## src/rtl/filtro_pkg.sv

```systemverilog
// Shared widths, FSM state type, coefficient indices and saturation limits
// for the time-multiplexed direct-form-II biquad.
package filtro_pkg;

    localparam int W    = 25;
    localparam int FRAC = 13;

    typedef enum logic [2:0] {
        IDLE,
        FB1,
        FB2,
        FF0,
        FF1,
        FF2
    } state_t;

    localparam logic [2:0] IDX_B0 = 3'd0;
    localparam logic [2:0] IDX_B1 = 3'd1;
    localparam logic [2:0] IDX_B2 = 3'd2;
    localparam logic [2:0] IDX_A1 = 3'd3;
    localparam logic [2:0] IDX_A2 = 3'd4;

    localparam logic signed [W-1:0] SAT_MAX = {1'b0, {(W-1){1'b1}}};
    localparam logic signed [W-1:0] SAT_MIN = {1'b1, {(W-1){1'b0}}};

endpackage

```

## src/rtl/mult_q.sv

```systemverilog
// Shared fixed-point multiply-accumulate step: addend + (coef*data >>> FRAC),
// clamped to the signed W-bit range.
module mult_q #(
    parameter int W    = filtro_pkg::W,
    parameter int FRAC = filtro_pkg::FRAC
) (
    input  logic signed [W-1:0] coef,
    input  logic signed [W-1:0] data,
    input  logic signed [W-1:0] addend,
    output logic signed [W-1:0] result
);

    localparam int PW = 2 * W;
    localparam logic signed [PW:0] HI = $signed({{(PW-W+2){1'b0}}, {(W-1){1'b1}}});
    localparam logic signed [PW:0] LO = $signed({{(PW-W+2){1'b1}}, {(W-1){1'b0}}});

    logic signed [PW-1:0] product;
    logic signed [PW:0]   sum;

    // The sum is one bit wider than the product so it can never wrap before the clamp.
    assign product = PW'(coef) * PW'(data);
    assign sum     = (PW+1)'(product >>> FRAC) + (PW+1)'(addend);

    always_comb begin
        if (sum > HI) begin
            result = HI[W-1:0];
        end else if (sum < LO) begin
            result = LO[W-1:0];
        end else begin
            result = sum[W-1:0];
        end
    end

endmodule

```

## src/rtl/secuenciador_biquad.sv

```systemverilog
// Direct-form-II biquad sequencer: a single shared multiplier walks the five
// products of each sample through a six-state FSM, one product per cycle.
module secuenciador_biquad
    import filtro_pkg::*;
#(
    parameter int W    = filtro_pkg::W,
    parameter int FRAC = filtro_pkg::FRAC
) (
    input  logic                CLK,
    input  logic                Reset,
    input  logic                Enable,
    input  logic                start,
    input  logic signed [W-1:0] u,
    input  logic                coef_we,
    input  logic [2:0]          coef_addr,
    input  logic signed [W-1:0] coef_data,
    input  logic                clr_hist,
    output logic                busy,
    output logic                done,
    output logic signed [W-1:0] y,
    output logic                overrun
);

    localparam logic signed [W-1:0] UNITY = W'(2 ** FRAC);

    state_t state;
    logic signed [W-1:0] acc, w, w1, w2;
    logic signed [W-1:0] b0, b1, b2, a1, a2;
    logic signed [W-1:0] mul_coef, mul_data, mul_add, mul_res;
    logic done_q, overrun_q;

    always_comb begin
        mul_coef = '0;
        mul_data = '0;
        mul_add  = acc;
        case (state)
            FB1: begin mul_coef = a1; mul_data = w1; end
            FB2: begin mul_coef = a2; mul_data = w2; end
            FF0: begin mul_coef = b0; mul_data = w; mul_add = '0; end
            FF1: begin mul_coef = b1; mul_data = w1; end
            FF2: begin mul_coef = b2; mul_data = w2; end
            default: ;
        endcase
    end

    mult_q #(.W(W), .FRAC(FRAC)) u_mult (
        .coef   (mul_coef),
        .data   (mul_data),
        .addend (mul_add),
        .result (mul_res)
    );

    always_ff @(posedge CLK or posedge Reset) begin
        if (Reset) begin
            state     <= IDLE;
            busy      <= 1'b0;
            done_q    <= 1'b0;
            overrun_q <= 1'b0;
            acc       <= '0;
            w         <= '0;
            w1        <= '0;
            w2        <= '0;
            y         <= '0;
            b0        <= UNITY;
            b1        <= '0;
            b2        <= '0;
            a1        <= '0;
            a2        <= '0;
        end else if (Enable) begin
            done_q    <= 1'b0;
            overrun_q <= start && (state != IDLE);
            case (state)
                IDLE: begin
                    // Coefficient write and history clear land on the same edge that
                    // accepts start, so the new sample already sees both.
                    if (coef_we) begin
                        case (coef_addr)
                            IDX_B0:  b0 <= coef_data;
                            IDX_B1:  b1 <= coef_data;
                            IDX_B2:  b2 <= coef_data;
                            IDX_A1:  a1 <= coef_data;
                            IDX_A2:  a2 <= coef_data;
                            default: ;
                        endcase
                    end
                    if (clr_hist) begin
                        w1 <= '0;
                        w2 <= '0;
                    end
                    if (start) begin
                        acc   <= u;
                        state <= FB1;
                        busy  <= 1'b1;
                    end
                end
                FB1: begin
                    acc   <= mul_res;
                    state <= FB2;
                end
                FB2: begin
                    acc   <= mul_res;
                    w     <= mul_res;
                    state <= FF0;
                end
                FF0: begin
                    acc   <= mul_res;
                    state <= FF1;
                end
                FF1: begin
                    acc   <= mul_res;
                    state <= FF2;
                end
                FF2: begin
                    acc    <= mul_res;
                    y      <= mul_res;
                    w1     <= w;
                    w2     <= w1;
                    done_q <= 1'b1;
                    busy   <= 1'b0;
                    state  <= IDLE;
                end
                default: begin
                    state <= IDLE;
                    busy  <= 1'b0;
                end
            endcase
        end
    end

    assign done    = done_q & Enable;
    assign overrun = overrun_q & Enable;

endmodule

```

## config.mk

```make
export PLATFORM = sky130hd
export DESIGN_NAME = secuenciador_biquad
export DESIGN_NICKNAME = d
export VERILOG_FILES = /design/src/rtl/filtro_pkg.sv /design/src/rtl/mult_q.sv /design/src/rtl/secuenciador_biquad.sv
export SDC_FILE = /design/constraint.sdc
export NUM_CORES = 2
export LEC_CHECK = 0
export BUFFER_PORTS_ARGS = -buffer_cell sky130_fd_sc_hd__buf_2
export CORE_MARGIN = 1
export CORE_UTILIZATION = 45
export CTS_CLUSTER_SIZE = 20
export DETAILED_ROUTE_END_ITERATION = 7
export GPL_TIMING_DRIVEN = 0
export MAX_ROUTING_LAYER = met4
export PLACE_DENSITY_LB_ADDON = 0.15
export RECOVER_POWER = 100
export SLEW_MARGIN = 25
export SYNTH_ARGS = -nofsm -noshare
export SYNTH_HDL_FRONTEND = slang
export SYNTH_SLANG_ARGS = --single-unit
```

## constraint.sdc

```tcl
create_clock -name CLK -period 10.6 [get_ports CLK]
set_input_delay 0.53 -clock CLK [delete_from_list [all_inputs] [get_ports CLK]]
set_output_delay 0.53 -clock CLK [all_outputs]
set_load 0.02 [all_outputs]
```

# == After elaboration in Yosys (flattened, before gate mapping) ==
# Cells that the tools add are included.
# classes
magnitude_cmp,2
bitwise_logic,3
n_eq_ne,11
mul,1
addsub,1
n_reduce_logical,21
n_mux,15
# ops
op,count
case mux 25 bit (2 select lines),3
2-to-1 mux 25 bit,5
case mux 25 bit (5 select lines),1
case mux 25 bit (3 select lines),1
"> comparator 51 x 25 -> 1 bit, second input constant",1
"less-than comparator 51 x 25 -> 1 bit, second input constant",1
multiplier 25 x 25 -> 50 bit,1
adder 37 x 25 -> 38 bit,1
AND reduction 4 bit,5
case mux 3 bit (5 select lines),1
"equality test 3 x 2 -> 1 bit, second input constant",4
"equality test 3 bit, second input constant",3
AND reduction 3 bit,3
"equality test 3 x 1 -> 1 bit, second input constant",2
logical NOT 3 bit,2
AND reduction 2 bit,3
OR reduction 5 bit,1
"!= test 2 bit, second input constant",2
nonzero test 2 bit,2
OR reduction 2 bit,2
OR reduction 4 bit,1
2-to-1 mux 3 bit,1
nonzero test 3 bit,1
bitwise AND 1 bit,2
other kinds (4),5
# word_totals
register_bits,256
out_inout_bits,28
word_cells,68
inputBits,59

# == Longest topological paths before layout ==
# depth
depth_word,9
ltp_mapped,51
ltp_nobuf,43

# == Hierarchy ==
# From an unflattened synthesis, not the netlist that was laid out.
# hier_totals
cells_unflattened,3671
area_unflattened_um2,36358.6
# by_module_without_submodules
mod,instances,area_per_inst_um2,cells_per_inst,seq_area_each_um2
mult_q,1,24922.7,2781,0.0
secuenciador_biquad,1,11436.0,890,6407.4

# == Least setup slack after synthesis ==
# No wires, ideal clock.
# synth_path
path_type,reg2reg
from,register state[2]
to,register w[13]
slack_ns,-0.931
path_buffers,12
setup_time_ns,0.137
arrival_ns,11.394
stages_incl_launch_ff,49
cell_sequence,dfrtp_1 > buf_4 > buf_6 > clkbuf_1 > buf_2 > buf_1 > clkbuf_1 > o221ai_1 > o21ai_0 > clkbuf_1 > nor2_1 > fa_1 > fa_1 > inv_1 > fa_1 > fa_1 > inv_1 > fa_1 > [13 not listed] > a21oi_2 > o21bai_2 > xor2_1 > ha_1 > buf_2 > and2_1 > buf_6 > and3_1 > a221oi_2 > o21ai_1 > mux2i_1 > o2111ai_1 > or4b_1 > o41a_1 > buf_6 > buf_6 > a21oi_4 > a21oi_1
# synth_between
elab_chain_cells,8
word_cells_on_any_way,17
# synth_lines
element,line_no,rtl
from (decl),secuenciador_biquad.sv:26,state_t state;
from (signal assigned),secuenciador_biquad.sv:55,state <= IDLE;
from (signal assigned),secuenciador_biquad.sv:92,state <= FB1;
from (signal assigned),secuenciador_biquad.sv:98,state <= FB2;
"equality test 3 x 2 -> 1 bit, or another cell as far along","secuenciador_biquad.sv:36, secuenciador_biquad.sv:72",
OR reduction 2 bit (no line),--,
case mux 25 bit (3 select lines),secuenciador_biquad.sv:36,case (state)
multiplier 25 x 25 -> 50 bit,mult_q.sv:21,assign product = PW'(coef) * PW'(data);
adder 37 x 25 -> 38 bit,mult_q.sv:22,assign sum = (PW+1)'(product >>> FRAC) + (PW+1)'(addend);
less-than comparator 51 x 25 -> 1 bit,mult_q.sv:27,end else if (sum < LO) begin
2-to-1 mux 25 bit,mult_q.sv:27,
2-to-1 mux 25 bit,mult_q.sv:25,if (sum > HI) begin
to (signal assigned),secuenciador_biquad.sv:102,w <= mul_res;
to (decl),secuenciador_biquad.sv:27,"logic signed [W-1:0] acc, w, w1, w2;"
# Several ways; a longest one is shown, not always the timed one.
# A chain may end at the register's enable or synchronous reset.

# == Worst setup path after layout ==
# layout_path
from,register state[1]
to,register w[15]
# Same word-level chain as after synthesis.

==> flow_summary.ini <==
[job]
drv_cap = 3

[critical_path]
critPathBufInv = 13
endpoint_kind = register
critPathTopFamily = adder cells
rrSetupSlack_ns = -0.73
slowest_stage = fa_2
cp-start-kind = register
critPathKind = reg -> reg
worst-path-max-fanout = 10
worstPathRequired_ns = 11.03
worst_ep_arrival_time_ns = 11.76
slowest_delay_ns = 0.61
crit_top_cell = fa_1

[logic_synthesis]
yosysSeqAreaShare_pct = 17.6
synth_flop_cell = dfrtp_1
synth.cell_area_um2 = 36400
synth_top_family_by_area = adder cells
async_flop_share_pct = 100
syn_inst = 3845
synthAdderAreaFrac_pct = 42.3
synth_nets = 4738
yosysWarnings = 0
syn_avg_cell_area_um2 = 9.46
ys_types = 84
synth_edf_count = 0
synth_compound_area_share_pct = 11.6
ys_ff_latch = 256
synth-xor-area-share_pct = 1.76
synth-simple-area-share_pct = 11.8
synth_mux_area_share_pct = 5.55

[grt]
antenna_found_initial = 6
grt_max_degree = 95
grt_overflow = 0
grt_pass1_wl_um = 193000
grt.total_usage_pct = 32.6
grt_pass1_vias = 30500

[status]
status = complete, but fails checks
failed_checks = capacitance limit, slew limit, setup timing

[route]
drt-vias-per-instance = 5.60
drc = 0
postRouteAntennaNets = 0
wire_per_inst_um = 24.2
first_pass_iters = 5
drt-initial-drc-count = 2311
vias = 29400
routed_wl_um = 127000

[sta]
hold_viol = 0
period_share_pct = 107
drv_slew = 261
fin_ws_ns = -0.735
setup_viol = 72
max_slew_margin_pct = -235
tightest_slew_ns = 5.03
max_freq_mhz = 88.2
rsz0062_at_grt = true
finClkSkew_ns = 0.0300
fin_crit_ns = 11.33

[final_layout]
utilization_pct = 55.7
final_common_cell = inv_1
nFillCells = 7098
final_cell_mix = 683 x inv_1, 640 x fa_1, 418 x nand2_1
layout-drive-gt1-share_pct = 23.4
syn2layout_area_growth_pct = 21.9
stdcell_area_um2 = 44300
fin_nets = 5079

[die]
design.core.area_um2 = 79500
die_y_um = 286
dieArea_um2 = 82000
die_x_um = 286
start_util_pct = 45.7
io_pins = 87
rows = 103

[placement]
hpwl_um = 98800
dpl_cell_area_um2 = 38600
numPortBuffers = 86
gp_congestion = 0.983

[min_path]
min_path_type = in -> reg

[clock_network]
tritoncts = built
cts_made_buffers = 27
cts_hold_repair.buffers = 0
cts_max_level = 1
clkTransAtPathRegs_ns = 0.07
cts_buffer_depth = 3
clk_latency_ns = 0.57
clock-sinks = 256
root_buffer = clkbuf_16
==> metrics by stage <==
step | TNS [ns] | hold slack, ns | cells | worst slack (ns)
after floorplan | 0 | 0.442 | 3845 | 0.0144
after global placement | -263.18 | 0.469 | 4981 | -3.48
after detailed placement | -225.27 | 0.470 | 4987 | -3.15
after CTS | -65.00 | 0.0982 | 5165 | -0.937
after global routing | -72.75 | 0.202 | 5260 | -1.05
final | -49.55 | 0.194 | 5260 | -0.735
==> timing repair <==
action	in CTS	in global routing
setup buffers	134	90
gates cloned	6	3
endpoints found under the setup margin	75	75
gates resized for setup	493	245
pin swaps	117	108
==> area by class of cell <==
cell class	count	area, µm²	share of cell area, %
well taps	1050	1310	2.96
repair buffers	324	2580	5.83
clock inverters	14	143	0.322
clock buffers	34	762	1.72
inverters	704	2660	5.99
flip-flops and latches	256	6410	14.5
diodes	5	12.5	0.0282
multi-input cells	2691	28500	64.3
plain buffers	182	1950	4.39
==> logic make-up (layout without fill, tap and decap cells) <==
logic type	count (synthesis)	after routing
buffers and inverters	898	1258
AO/OA/AOI/OAI	609	609
adder cells (fa/ha/maj)	834	834
XOR/XNOR	73	73
flip-flops	256	256
other	0	5
multiplexers	182	182
AND/OR/NAND/NOR	993	993
==> tightest hold or removal path, cell delays in order <==
cell and delay (ns):
buf_2 0.08, a22oi_1 0.07, o21ai_2 0.06
==> cells in the mapped netlist (52+ instances only) <==
cell	instances	area (µm²)
inv_1	704	2640
fa_1	658	13200
nand2_1	435	1630
nor2_1	335	1260
dfrtp_1	255	6380
ha_1	176	2200
clkbuf_1	168	631
a21oi_1	127	636
mux2_2	127	1430
o21ai_0	80	400
a22o_1	73	639
o21ai_1	65	325
and2_1	54	338
mux2i_1	52	521
==> final timing paths <==
| check | start | endpoint | cells after the start |
|---|---|---|---|
| max in group asynchronous | Reset | a1[6] | 3 |
| worst max register to register | state[1] | w[15] | 46 |
| worst min register to register | y[21] | y[21] | 2 |
| worst max-delay path | state[1] | w[15] | 46 |
| min in group asynchronous | Reset | done_q | 2 |
| worst min-delay path | u[13] | acc[13] | 3 |
==> per-layer routing <==
layer / track usage, % / vias to the layer above / wire, µm
met2: 50.3 / 1201 / 58400
met3: 4.94 / 283 / 10100
met4: 12.9 / 0 / 6460
met1: 43.2 / 15100 / 52300
li1: - / 12800 / -
met5: - / - / 0
Power is not shown: default switching activity piles up to over one toggle a cycle in this logic, so the estimate is an artifact.
